File: config.mk
export PLATFORM = sky130hd
export DESIGN_NAME = iir_biquad_tdm
export DESIGN_NICKNAME = d
export VERILOG_FILES = /design/src/rtl/iir_tdm_pkg.sv /design/src/rtl/iir_coef_bank.sv /design/src/rtl/iir_biquad_tdm.sv
export SDC_FILE = /design/constraint.sdc
export NUM_CORES = 2
export LEC_CHECK = 0
export ABC_AREA = 0
export CORE_UTILIZATION = 30
export CTS_CLUSTER_DIAMETER = 120
export DETAILED_ROUTE_END_ITERATION = 8
export PLACE_DENSITY_LB_ADDON = 0.2
export SETUP_SLACK_MARGIN = 0.2
export SYNTH_ARGS = -nofsm -noshare
export SYNTH_HDL_FRONTEND = slang
export SYNTH_SLANG_ARGS = --single-unit
File: constraint.sdc
create_clock -name clk -period 83.2 [get_ports clk]
set_clock_uncertainty 0.2 [all_clocks]
set_input_delay 20.8 -clock clk [delete_from_list [all_inputs] [get_ports clk]]
set_output_delay 20.8 -clock clk [all_outputs]
set_load 0.01 [all_outputs]
File: src/rtl/iir_tdm_pkg.sv
// Shared types and helpers for the time-multiplexed biquad cascade.
// FSM states, coefficient slot indices and output saturation.
package iir_tdm_pkg;

   typedef enum logic [1:0] {
      ST_IDLE,
      ST_MAC,
      ST_WB,
      ST_OUT
   } state_t;

   localparam int K_B0   = 0;
   localparam int K_B1   = 1;
   localparam int K_B2   = 2;
   localparam int K_A1   = 3;
   localparam int K_A2   = 4;
   localparam int N_COEF = 5;

   // Arithmetic right shift, then clamp to a signed w-bit range.
   function automatic logic signed [63:0] sat_shift(
      input logic signed [63:0] v,
      input int                 sh,
      input int                 w
   );
      logic signed [63:0] s;
      logic signed [63:0] hi;
      logic signed [63:0] lo;
      s  = v >>> sh;
      hi = (64'sd1 <<< (w - 1)) - 64'sd1;
      lo = -hi - 64'sd1;
      if (s > hi) return hi;
      if (s < lo) return lo;
      return s;
   endfunction

endpackage

File: src/rtl/iir_coef_bank.sv
// Double-buffered coefficient store: shadow written at any time,
// active bank refreshed only on a commit strobe.
module iir_coef_bank
   import iir_tdm_pkg::*;
#(
   parameter int COEF_W    = 18,
   parameter int COEF_FRAC = 14,
   parameter int N_STAGES  = 2,
   parameter int ADDR_W    = 4
) (
   input  logic                     clk,
   input  logic                     rst,
   input  logic                     we,
   input  logic [ADDR_W-1:0]        addr,
   input  logic signed [COEF_W-1:0] wdata,
   input  logic                     commit,
   input  logic [ADDR_W-1:0]        rd_addr,
   output logic signed [COEF_W-1:0] rd_coef
);

   localparam int N_ENT = N_STAGES * N_COEF;
   localparam logic signed [COEF_W-1:0] UNITY = COEF_W'(1 << COEF_FRAC);

   logic signed [COEF_W-1:0] shadow [N_ENT];
   logic signed [COEF_W-1:0] active [N_ENT];

   always_ff @(posedge clk or posedge rst) begin
      if (rst) begin
         for (int i = 0; i < N_ENT; i++) begin
            shadow[i] <= (i % N_COEF == K_B0) ? UNITY : '0;
            active[i] <= (i % N_COEF == K_B0) ? UNITY : '0;
         end
      end else begin
         for (int i = 0; i < N_ENT; i++) begin
            if (we && int'(addr) == i)
               shadow[i] <= wdata;
            // a write in the copy cycle is forwarded into the active bank
            if (commit)
               active[i] <= (we && int'(addr) == i) ? wdata : shadow[i];
         end
      end
   end

   assign rd_coef = active[rd_addr];

endmodule

File: src/rtl/iir_biquad_tdm.sv
// Multi-channel cascade of biquad sections sharing one multiplier.
// Each sample walks every stage: 5 MAC cycles plus 1 write-back.
module iir_biquad_tdm
   import iir_tdm_pkg::*;
#(
   parameter int DATA_W     = 16,
   parameter int COEF_W     = 18,
   parameter int COEF_FRAC  = 14,
   parameter int ACC_W      = 48,
   parameter int N_CH       = 2,
   parameter int N_STAGES   = 2,
   parameter int DAMP_SHIFT = 10,
   localparam int CH_W   = (N_CH > 1) ? $clog2(N_CH) : 1,
   localparam int CFG_AW = $clog2(N_STAGES * 5)
) (
   input  logic              clk,
   input  logic              rst,
   input  logic              s_valid,
   output logic              s_ready,
   input  logic [DATA_W-1:0] s_data,
   input  logic [CH_W-1:0]   s_ch,
   output logic              m_valid,
   input  logic              m_ready,
   output logic [DATA_W-1:0] m_data,
   output logic [CH_W-1:0]   m_ch,
   input  logic              cfg_we,
   input  logic [CFG_AW-1:0] cfg_addr,
   input  logic [COEF_W-1:0] cfg_data,
   input  logic              cfg_commit,
   input  logic              clr,
   output logic              busy
);

   localparam int SG_W = (N_STAGES > 1) ? $clog2(N_STAGES) : 1;
   localparam int P_W  = COEF_W + DATA_W;

   state_t state, state_nx;

   logic [SG_W-1:0]          stage;
   logic [2:0]               k;
   logic [CH_W-1:0]          ch;
   logic signed [DATA_W-1:0] x_cur;
   logic signed [ACC_W-1:0]  acc;
   logic                     commit_pend;
   logic                     clr_pend;

   logic signed [DATA_W-1:0] x1 [N_CH][N_STAGES];
   logic signed [DATA_W-1:0] x2 [N_CH][N_STAGES];
   logic signed [DATA_W-1:0] y1 [N_CH][N_STAGES];
   logic signed [DATA_W-1:0] y2 [N_CH][N_STAGES];

   logic                     svc;
   logic                     take;
   logic                     ch_ok;
   logic                     last_stage;
   logic [CFG_AW-1:0]        rd_addr;
   logic signed [COEF_W-1:0] coef;
   logic signed [DATA_W-1:0] dsel;
   logic                     neg;
   logic signed [P_W-1:0]    prod;
   logic signed [ACC_W-1:0]  prod_ext;
   logic signed [ACC_W-1:0]  acc_nx;
   logic signed [63:0]       sat_v;
   logic signed [DATA_W-1:0] y;
   logic signed [DATA_W-1:0] y_damp;

   assign svc        = (state == ST_IDLE) && (commit_pend || clr_pend);
   assign s_ready    = (state == ST_IDLE) && !svc;
   assign take       = s_valid && s_ready;
   assign ch_ok      = int'(s_ch) < N_CH;
   assign last_stage = int'(stage) == N_STAGES - 1;
   assign m_valid    = state == ST_OUT;
   assign busy       = state != ST_IDLE;

   assign rd_addr = CFG_AW'(int'(stage) * N_COEF + int'(k));

   iir_coef_bank #(
      .COEF_W    (COEF_W),
      .COEF_FRAC (COEF_FRAC),
      .N_STAGES  (N_STAGES),
      .ADDR_W    (CFG_AW)
   ) u_bank (
      .clk     (clk),
      .rst     (rst),
      .we      (cfg_we),
      .addr    (cfg_addr),
      .wdata   (cfg_data),
      .commit  (svc && commit_pend),
      .rd_addr (rd_addr),
      .rd_coef (coef)
   );

   always_comb begin
      dsel = x_cur;
      neg  = 1'b0;
      case (k)
         3'd1: dsel = x1[ch][stage];
         3'd2: dsel = x2[ch][stage];
         3'd3: begin dsel = y1[ch][stage]; neg = 1'b1; end
         3'd4: begin dsel = y2[ch][stage]; neg = 1'b1; end
         default: dsel = x_cur;
      endcase
   end

   assign prod     = P_W'(coef) * P_W'(dsel);
   assign prod_ext = ACC_W'(prod);
   assign acc_nx   = ((k == 3'd0) ? '0 : acc)
                   + (neg ? -prod_ext : prod_ext);

   assign sat_v  = sat_shift(64'(acc), COEF_FRAC, DATA_W);
   assign y      = sat_v[DATA_W-1:0];
   assign y_damp = (DAMP_SHIFT == 0) ? y : y - (y >>> DAMP_SHIFT);

   always_ff @(posedge clk or posedge rst) begin
      if (rst) state <= ST_IDLE;
      else     state <= state_nx;
   end

   always_comb begin
      state_nx = state;
      unique case (state)
         ST_IDLE: if (take && ch_ok) state_nx = ST_MAC;
         ST_MAC:  if (k == 3'd4) state_nx = ST_WB;
         ST_WB:   state_nx = last_stage ? ST_OUT : ST_MAC;
         ST_OUT:  if (m_ready) state_nx = ST_IDLE;
         default: state_nx = ST_IDLE;
      endcase
   end

   always_ff @(posedge clk or posedge rst) begin
      if (rst) begin
         stage       <= '0;
         k           <= '0;
         ch          <= '0;
         x_cur       <= '0;
         acc         <= '0;
         m_data      <= '0;
         m_ch        <= '0;
         commit_pend <= 1'b0;
         clr_pend    <= 1'b0;
         for (int c = 0; c < N_CH; c++)
            for (int s = 0; s < N_STAGES; s++) begin
               x1[c][s] <= '0;
               x2[c][s] <= '0;
               y1[c][s] <= '0;
               y2[c][s] <= '0;
            end
      end else begin
         commit_pend <= cfg_commit || (commit_pend && !svc);
         clr_pend    <= clr || (clr_pend && !svc);
         case (state)
            ST_IDLE: begin
               if (svc) begin
                  if (clr_pend)
                     for (int c = 0; c < N_CH; c++)
                        for (int s = 0; s < N_STAGES; s++) begin
                           x1[c][s] <= '0;
                           x2[c][s] <= '0;
                           y1[c][s] <= '0;
                           y2[c][s] <= '0;
                        end
               end else if (take) begin
                  x_cur <= s_data;
                  ch    <= s_ch;
                  stage <= '0;
                  k     <= '0;
               end
            end
            ST_MAC: begin
               acc <= acc_nx;
               k   <= k + 3'd1;
            end
            ST_WB: begin
               x2[ch][stage] <= x1[ch][stage];
               x1[ch][stage] <= x_cur;
               y2[ch][stage] <= y1[ch][stage];
               y1[ch][stage] <= y_damp;
               x_cur         <= y;
               k             <= '0;
               if (last_stage) begin
                  m_data <= y;
                  m_ch   <= ch;
               end else begin
                  stage <= stage + 1'b1;
               end
            end
            default: ;
         endcase
      end
   end

endmodule
==> reports/summary.txt <==
Final hold vios -> 0
CP max stage delay -> 0.89 ns
EDFF count, synth -> 0
First-pass GRT wire length -> 206000 microns
Buf/Inv on CP -> 6
RePlAce Congestion -> 0.814
Final min period -> 24.86 ns
Tcrit/Tclk final -> 29.9%
Critical Path AT -> 25.36 ns
RSZ-0062 raised after global routing -> no
Register area share after synthesis -> 38.6%
Ys Warns -> 0
Vias -> 32200
Critical-path top delay cell -> buf_4
Relative slew slack -> 21.4%
Delay-heaviest family, CP -> buffers and inverters
Worst Setup Path Type -> primary input to async pin
CTS Buffer Depth -> 3
Max FO, Critical Path -> 122
Post-synthesis average cell area -> 10.5 sq um
Mapped Cells -> 4369
Number of port buffers -> 65
Fin. max-slew vios -> 0
Clock latency on the worst-skew pair -> 0.70 ns
Status -> complete, no violations
Starting Density -> 30.4%
H-tree levels -> 3
Layout fillers -> 15200
Netlist Area Pre-Place -> 45700 sq um
Synth-to-layout area growth -> 13.2%
Diode count -> 0
Die height -> 392 microns
Remaining antenna violation count after routing -> 0
Postcts setup bufs -> 0
Top-count cell post-synth -> dfrtp_1
Drt via density -> 5.00
Least-Margin Pin Slew -> 1.18 ns
CTS buffer count -> 86
Fmax -> 0.0402 GHz
DRC Markers -> 0
# IOs -> 66
Vias in the first global route -> 33300
HP Class -> register to register
Yosys top cell area share -> 38.4%
Core Area -> 150000 sq um
Synth Net Count -> 4870
Yosys top cell by area -> dfrtp_1
Register bit count reported by yosys -> 706
Max_cap viols -> 0
Initial antenna violation count -> 6
Async set-reset flop share out of synthesis -> 100%
Critical Path RT -> 83.70 ns
PostCTS Resize Cnt -> 0
1st-iter DRT viols -> 2219
Largest net degree at the start of global routing -> 123
Die extent in x -> 392 microns
Worst reg-to-reg setup slack -> 69.32 ns
Most Frequent Cell on Critical Path -> buf_4
Fin nets -> 4855
Grt total ovfl -> 0
Synth unique cells -> 95
WL final -> 132000 microns
Clock sink count -> 706
Type of origin of the critical path -> primary input
Routed len/inst -> 20.6 microns
Top FF cell, synth -> dfrtp_1
Worst-path clk slew -> 0.06 ns
Clock root cell -> clkbuf_16
Cts hold-fix bufs -> 0
Synth area leaders -> dfrtp_1, fa_1, mux2_2
CTS tree -> done
HPWL after DPL -> 88400 microns
Share of cells above drive strength 1 -> 17.5%
Total GRT Usage -> 17.5%
DR pass1 iterations -> 7
TNS Setup -> 0 ns
Synth cell count leaders -> dfrtp_1, nand2_1, inv_1
Die Footprint -> 154000 sq um
Critical-path cell list -> clkdlybuf4s50_1 > inv_8 > buf_4 > buf_4 > buf_4 > buf_4
CP Capture Type -> async pin
Num rows -> 142
# setup viols final -> 0
-- kinds of logic (layout without fill, tap and decap cells) --
| logic type | after synthesis | in the layout | synth area share (%) |
|---|---|---|---|
| compound gates | 656 | 656 | 8.83 |
| xor+xnor | 117 | 117 | 2.24 |
| fa+ha+maj | 455 | 455 | 17.3 |
| buf+inv | 628 | 684 | 5.17 |
| flops | 706 | 706 | 38.6 |
| mux | 501 | 501 | 14.7 |
| simple gates | 1306 | 1306 | 13.2 |
-- worst min-delay path, stage by stage, from the launching register on --
cell     delay [ns]
dfrtp_1        0.33
nand2_1        0.05
nand2_1        0.05
-- layer usage --
metal	share of wire, %	wire, microns	vias to the layer above	track usage [%]
li1	-	-	14800	-
met1	47	62700	16600	24.8
met2	45	59400	681	27.3
met3	5.0	6600	180	2.74
met4	2.8	3750	4	5.52
met5	0.029	38	-	0
-- flip-flops by register name, indices dropped and copies added, names as in the netlist --
name,flops
commit_pend,1
y1,64
m_ch,1
x1,64
m_data,16
last_stage,1
acc,48
u_bank.shadow,180
y2,64
x2,64
ch,1
clr_pend,1
state,2
u_bank.active,180
k,3
x_cur,16
-- cells in the final DEF, fill, tap and decap left out, types with 18 or more instances in the layout --
cell type	count
xor2_1	45
clkdlybuf4s50_1	65
buf_4	84
mux2i_1	41
nor2_1	259
nand2b_1	43
xnor2_1	71
fa_1	293
clkbuf_16	87
mux4_2	100
o21ai_0	245
a21o_1	66
a21oi_1	143
dfrtp_1	700
nand3_1	190
or2_2	18
inv_1	375
nand2_1	544
and3_1	43
o22a_1	33
clkbuf_8	19
o21a_1	18
mux2_2	360
ha_1	160
a22oi_1	30
nor3_1	46
and2_1	58
-- final timing paths --
check / startpoint / to / depth (start not counted)
setup / recovery: rst / x2[49] / 6
hold / removal: acc[0] / acc[0] / 2
setup reg to reg: last_stage / acc[46] / 36
hold reg to reg: acc[0] / acc[0] / 2
max in group clk: state[0] / s_ready / 4
min in group asynchronous: rst / u_bank.shadow[77] / 2
-- stage by stage --
| stage | setup WS (ns) | cell area, sq um | std cells | hold slack (ns) | util, % |
|---|---|---|---|---|---|
| 2_1_floorplan | 42.41 | 45700 | 4369 | 0.237 | - |
| 3_3_place_gp | 57.33 | 48700 | 6282 | 0.253 | 32.4 |
| 3_5_place_dp | 57.33 | 48700 | 6282 | 0.254 | 32.4 |
| 4_1_cts | 58.11 | 51800 | 6441 | 0.270 | 34.4 |
| 5_1_grt | 57.65 | 51800 | 6441 | 0.288 | 34.4 |
| 6_report | 58.34 | 51800 | 6441 | 0.266 | 34.4 |
-- cell type report --
| type | count | area (sq um) | share of cell area [%] |
|---|---|---|---|
| Clock buffer | 115 | 2470 | 4.77 |
| Timing Repair Buffer | 149 | 1280 | 2.47 |
| Multi-Input combinational cell | 3035 | 25800 | 49.9 |
| Inverter | 376 | 1420 | 2.74 |
| Sequential cell | 706 | 17700 | 34.1 |
| Clock inverter | 44 | 579 | 1.12 |
| Tap cell | 2016 | 2520 | 4.87 |
Power is not shown: default switching activity piles up to over one toggle a cycle in this logic, so the estimate is an artifact.
